File: src/rtl/dpi_stream_sequencer.sv
// Purpose: maps a flow-tagged byte stream onto a 64-entry flow table and drives the matcher control sequence.
// Latency: sop -> load_state 2 cycles, load_state -> first char LOAD_GAP+1, last char -> eop EOP_GAP+1, data beats 1 cycle.
// Backpressure: in_ready only for a sop beat in IDLE and for payload beats in STREAM; held low while restoring/draining.
//
// Ports:
//   clk, rst                 clock and synchronous active-high reset
//   in_vld/in_ready          input handshake; in_sop/in_eop/in_data/in_flow_tag carry the beat
//   cfg_we/cfg_addr/cfg_enable   per-stream enable table write
//   flush                    invalidate the whole flow table (deferred to IDLE)
//   stream_id/new_stream_id/enable   per-packet matcher context, held for the whole packet
//   load_state/char_in/char_in_vld/eop   matcher control sequence
//   pkt_count/miss_count     statistics (wrapping / saturating)
module dpi_stream_sequencer #(
    parameter int TAG_W    = 32,
    parameter int LOAD_GAP = 2,
    parameter int EOP_GAP  = 2
) (
    input  logic             clk,
    input  logic             rst,
    input  logic             in_vld,
    output logic             in_ready,
    input  logic             in_sop,
    input  logic             in_eop,
    input  logic [7:0]       in_data,
    input  logic [TAG_W-1:0] in_flow_tag,
    input  logic             cfg_we,
    input  logic [5:0]       cfg_addr,
    input  logic             cfg_enable,
    input  logic             flush,
    output logic [5:0]       stream_id,
    output logic             new_stream_id,
    output logic             load_state,
    output logic             enable,
    output logic [7:0]       char_in,
    output logic             char_in_vld,
    output logic             eop,
    output logic [15:0]      pkt_count,
    output logic [15:0]      miss_count
);

    typedef enum logic [2:0] {
        ST_IDLE,
        ST_LOOKUP,
        ST_LOAD,
        ST_WAIT,
        ST_STREAM,
        ST_DRAIN,
        ST_EOP
    } state_t;

    state_t           state;
    logic [63:0]      valid_q;
    logic [63:0]      enable_mem;
    logic [TAG_W-1:0] tag_mem [64];

    logic [TAG_W-1:0] tag_q;
    logic [5:0]       idx_q;
    logic [7:0]       byte_q;      // sop byte, held until the matcher state is restored
    logic             single_q;    // sop beat also carried eop
    logic             eop_taken;   // last byte of the packet has been issued to char_in
    logic             flush_pend;
    logic [7:0]       cnt;

    logic [5:0] sop_idx;
    logic       hit;
    logic       en_lookup;
    logic       flush_now;

    assign sop_idx   = in_flow_tag[5:0] ^ in_flow_tag[11:6];
    assign hit       = valid_q[idx_q] & (tag_mem[idx_q] == tag_q);
    // A table write landing on the LOOKUP cycle must be visible to that lookup.
    assign en_lookup = (cfg_we && (cfg_addr == idx_q)) ? cfg_enable : enable_mem[idx_q];
    // Flush is only applied while idle; it takes priority over a sop in the same cycle.
    assign flush_now = (state == ST_IDLE) & (flush | flush_pend);

    always_comb begin
        in_ready = 1'b0;
        if (!rst) begin
            if (state == ST_IDLE)
                in_ready = in_vld & in_sop & ~flush_now;
            else if (state == ST_STREAM)
                in_ready = ~eop_taken;
        end
    end

    // Tag storage has no reset; the valid bits qualify it.
    always_ff @(posedge clk) begin
        if (!rst && (state == ST_LOOKUP) && !hit)
            tag_mem[idx_q] <= tag_q;
    end

    always_ff @(posedge clk) begin
        if (rst) begin
            state         <= ST_IDLE;
            valid_q       <= '0;
            enable_mem    <= '0;
            tag_q         <= '0;
            idx_q         <= '0;
            byte_q        <= '0;
            single_q      <= 1'b0;
            eop_taken     <= 1'b0;
            flush_pend    <= 1'b0;
            cnt           <= '0;
            stream_id     <= '0;
            new_stream_id <= 1'b0;
            load_state    <= 1'b0;
            enable        <= 1'b0;
            char_in       <= '0;
            char_in_vld   <= 1'b0;
            eop           <= 1'b0;
            pkt_count     <= '0;
            miss_count    <= '0;
        end else begin
            if (cfg_we)
                enable_mem[cfg_addr] <= cfg_enable;

            load_state  <= 1'b0;
            eop         <= 1'b0;
            char_in_vld <= 1'b0;

            if (flush && (state != ST_IDLE))
                flush_pend <= 1'b1;

            case (state)
                ST_IDLE: begin
                    if (flush_now) begin
                        valid_q    <= '0;
                        flush_pend <= 1'b0;
                    end else if (in_vld && in_sop) begin
                        tag_q    <= in_flow_tag;
                        idx_q    <= sop_idx;
                        byte_q   <= in_data;
                        single_q <= in_eop;
                        state    <= ST_LOOKUP;
                    end
                end
                ST_LOOKUP: begin
                    stream_id     <= idx_q;
                    new_stream_id <= ~hit;
                    enable        <= en_lookup;
                    if (!hit) begin
                        valid_q[idx_q] <= 1'b1;
                        if (miss_count != 16'hFFFF)
                            miss_count <= miss_count + 16'd1;
                    end
                    load_state <= 1'b1;
                    state      <= ST_LOAD;
                end
                ST_LOAD: begin
                    cnt   <= 8'(LOAD_GAP - 1);
                    state <= ST_WAIT;
                end
                ST_WAIT: begin
                    if (cnt == 8'd0) begin
                        char_in     <= byte_q;
                        char_in_vld <= 1'b1;
                        eop_taken   <= single_q;
                        state       <= ST_STREAM;
                    end else begin
                        cnt <= cnt - 8'd1;
                    end
                end
                ST_STREAM: begin
                    if (eop_taken) begin
                        cnt   <= 8'(EOP_GAP - 1);
                        state <= ST_DRAIN;
                    end else if (in_vld) begin
                        char_in     <= in_data;
                        char_in_vld <= 1'b1;
                        if (in_eop)
                            eop_taken <= 1'b1;
                    end
                end
                ST_DRAIN: begin
                    if (cnt == 8'd0) begin
                        eop   <= 1'b1;
                        state <= ST_EOP;
                    end else begin
                        cnt <= cnt - 8'd1;
                    end
                end
                ST_EOP: begin
                    pkt_count <= pkt_count + 16'd1;
                    state     <= ST_IDLE;
                end
                default: state <= ST_IDLE;
            endcase
        end
    end

endmodule
File: config.mk
export PLATFORM = sky130hd
export DESIGN_NAME = dpi_stream_sequencer
export DESIGN_NICKNAME = d
export VERILOG_FILES = /design/src/rtl/dpi_stream_sequencer.sv
export SDC_FILE = /design/constraint.sdc
export NUM_CORES = 2
export LEC_CHECK = 0
export BUFFER_PORTS_ARGS = -buffer_cell sky130_fd_sc_hd__buf_4
export CAP_MARGIN = 20
export CELL_PAD_IN_SITES_DETAIL_PLACEMENT = 0
export CELL_PAD_IN_SITES_GLOBAL_PLACEMENT = 1
export CORE_AREA = 4 4 455 457
export CTS_CLUSTER_SIZE = 24
export DETAILED_ROUTE_END_ITERATION = 8
export DIE_AREA = 0 0 459 461
export PLACE_DENSITY_LB_ADDON = 0.12
export SYNTH_ARGS = -nofsm -noshare
export SYNTH_HDL_FRONTEND = slang
export SYNTH_SLANG_ARGS = --single-unit
File: constraint.sdc
create_clock -name clk -period 7.36 [get_ports clk]
set_input_delay 0.368 -clock clk [delete_from_list [all_inputs] [get_ports clk]]
set_output_delay 0.368 -clock clk [all_outputs]
set_load 0.02 [all_outputs]
==> impl_metrics.tcl <==
set metrics [dict create \
    final_cell_mix "edfxtp_1, mux4_2, mux2i_1" \
    die_h_um 461 \
    cts_resized 0 \
    htree_levels 4 \
    power.switching_mw 6.21 \
    dr.pass1.iters 6 \
    synthCells 4964 \
    cts_setup_buffers 0 \
    pin_count 106 \
    antenna_found_initial 9 \
    vias 51300 \
    whs_ns 0.0958 \
    nets 5377 \
    worst_slew_pin_slew_ns 1.15 \
    max_freq_mhz 153 \
    async_flop_share_pct 0 \
    crit_arrival_ns 7.12 \
    timing.final.ws_setup_ns 0.815 \
    timing.rr.end "tag_mem[49][7]" \
    clk-insertion-delay-late_ns 0.89 \
    drc 0 \
    syn2layout_area_growth_pct 14.6 \
    first_iter_violations 6911 \
    hold_start "cfg_enable" \
    hp-class "in -> reg" \
    sequentialPowerShare_pct 52.0 \
    drv_cap 0 \
    cp-start-kind "flop" \
    initial_utilization_pct 44.6 \
    worst-path-stages 14 \
    outcome "complete, no violations" \
    syn_area_per_cell_um2 18.3 \
    cp_max_fo 32 \
    worstPathCellList "inv_2 -> buf_4 -> mux2i_1 -> a22oi_1 -> and3_1 -> a31oi_1 -> a211oi_1 -> nand4_1 -> nor4_1 -> nand4_1 -> nand3_2 -> buf_4 -> nor3_2 -> buf_12" \
    layout-drive-gt1-share_pct 23.5 \
    p_comb_share_pct 6.0 \
    period_minus_slack_ns 6.54 \
    clkPwrFrac_pct 42.0 \
    viasPerCell 6.25 \
    tritoncts "yes" \
    wl_per_cell_um 36.5 \
    reg2regPathDepth 14 \
    grt_overflow 0 \
    synth-edff-count 2048 \
    finalHoldViolCount 0 \
    setup_viol 0 \
    critPathCapture "tag_mem[49][7]" \
    seq_area_frac_synth_pct 73.2 \
    fp-row-count 166 \
    critPathCaptureType "flop" \
    slew_headroom_pct 23.0 \
    layout_commonest_cell "edfxtp_1" \
    r2r_setup_slack_ns 0.82 \
    ant_nets 0 \
    finalMaxSlewViolations 0 \
    globalplace.congestion 0.924 \
    path_clk_slew_ns 0.06 \
    synth_warnings 0 \
    tns_ns 0 \
    fin_skew_ns 0.0361 \
    power_density_nw_per_um2 263 \
    grt_pass1_vias 50200 \
    fp.dieW_um 459 \
    p_int_mw 21.1 \
    cts_sinks 2293 \
    place_area_um2 96200 \
    cpLargestDelayFamily "simple AND/OR/NAND/NOR gates" \
    p_leak_nw 33.0 \
    io_buffers 105 \
    period_share_pct 88.9 \
    worst_path_max_delay_cell "dfxtp_4" \
    dp_hpwl_um 180000 \
    coreArea_um2 204000 \
    clk_path_buf_depth 3 \
    syn-num-nets 5024 \
    netlist_area_um2 90800 \
    grt_pass1_wl_um 414000 \
    synth_flop_cell "edfxtp_1" \
    sw_frac_of_total_pct 22.7 \
    ys_seq_elements 2293 \
    slowest_delay_ns 1.02 \
    die_area_um2 212000 \
    design_area_um2 104000 \
    routed_wl_um 299000 \
    grt_use_total_pct 28.2 \
    critPathKind "reg -> reg" \
    cts_buffers 232 \
    peakVddDrop_mv 0.242 \
    grt_setup_unrepaired "no" \
    place_ws_ns 1.02 \
    cp.required_ns 7.94 \
    ys_types 90 \
    worst-path-buf-inv 4 \
    cts_root_buffer "clkbuf_16" \
    grt_max_degree 74 \
    power_mw 27.3 \
]
## synthesized netlist by cell type (7+ instances only)
cell type  number  area (µm²)
or4_1           9        67.6
mux2i_1       338        3380
nand4_1        26         163
buf_6          39         439
o31ai_1        34         255
mux2_2         31         349
and2_1         16         100
o21ai_0        97         485
or2_2          11        68.8
dfxtp_1       245        4900
or3_1          12        75.1
a211oi_1       36         270
nor3_2         32         320
a21oi_1       189         946
mux4_2        427        9620
buf_4          45         338
xor2_1         37         324
o21ai_1         8        40.0
inv_1          12        45.0
a31oi_1        21         131
clkbuf_1      122         458
nor2_1        137         514
buf_2          58         290
nor4_1         12        75.1
nand2_1       269        1010
nor2b_1        45         282
a221oi_1       15         131
and3_1         18         113
nand3b_1        7        52.6
nand2b_1       16         100
o221ai_1       14         123
a22oi_1        89         668
edfxtp_1     2048       61500
a21o_1         35         263
o22ai_1        39         244
nor3b_1         9        67.6
buf_1          22        82.6
a22o_1         13         114
nor3_1         57         285
xnor2_1        14         123
a32oi_1        11        96.3
o211ai_1        8        60.1
nand3_1       126         631
## registers in the layout (all words and copies together), names as in the netlist, named ones only
signal         count
valid_q           64
flush_pend         1
state              3
idx_q              6
single_q           1
eop                1
tag_mem         2048
new_stream_id      1
cnt                8
tag_q             32
eop_taken          1
stream_id          6
pkt_count         16
miss_count        16
enable_mem        64
load_state         1
char_in            8
char_in_vld        1
enable             1
byte_q             8
## final cells by class
cell class,instances,area (µm²)
Inverter,18,68.8
Fill cell,16600,99500
Tap cell,2688,3360
Sequential cell,2293,66500
Antenna cell,6,15.0
Clock inverter,131,1140
Clock buffer,298,6170
Timing Repair Buffer,417,3920
Multi-Input combinational cell,2355,22900
## stage by stage
step,util (%),instances
6_report,51.1,8206
2_1_floorplan,-,4964
3_5_place_dp,47.3,7724
3_3_place_gp,47.3,7724
5_1_grt,51.1,8201
4_1_cts,51.1,8200
## cell families after synthesis
group | after synthesis | synth area share (%)
AO/OA/AOI/OAI | 667 | 4.80
XOR/XNOR | 51 | 0.492
adder cells (fa/ha/maj) | 6 | 0.0827
buffers and inverters | 316 | 2.08
flip-flops | 2293 | 73.2
multiplexers | 798 | 14.7
AND/OR/NAND/NOR | 833 | 4.64
## layer usage
metal	vias up	GRT usage, %	routed length [µm]
met5	-	0	51
met1	27500	40.1	125000
li1	20900	-	-
met4	6	9.05	10700
met3	456	5.36	25000
met2	2432	44.1	139000
## worst reg2reg max path, stage by stage (launching register included)
cell and delay, ns:
dfxtp_4 1.02, inv_2 0.77, buf_4 0.49, mux2i_1 0.22, a22oi_1 0.51, and3_1 0.24
a31oi_1 0.19, a211oi_1 0.41, nand4_1 0.14, nor4_1 0.66, nand4_1 0.38, nand3_2 0.58
buf_4 0.30, nor3_2 0.07, buf_12 0.22
## timing repair
item / in CTS / in global routing
hold buffers: 47 / 0
endpoints found under the setup margin: 0 / 0
endpoints found under the hold margin: 96 / 0
## power groups by stage
stage,clock network (mW),registers (mW),logic (mW)
global route,12.2,14.2,1.71
floorplan,0,14.5,0.912
global placement,0,14.5,1.61
detailed placement,0,14.5,1.62
CTS,11.7,14.2,1.64
finish,11.5,14.2,1.64
## worst min path at each step
stage,to,cells after the start
final,enable_mem[43],3
after global routing,enable_mem[2],3
after CTS,idx_q[0],5
after detailed placement,valid_q[2],1
after global placement,valid_q[10],1
after floorplan,valid_q[25],2
Power figures use the tool's default switching activity.
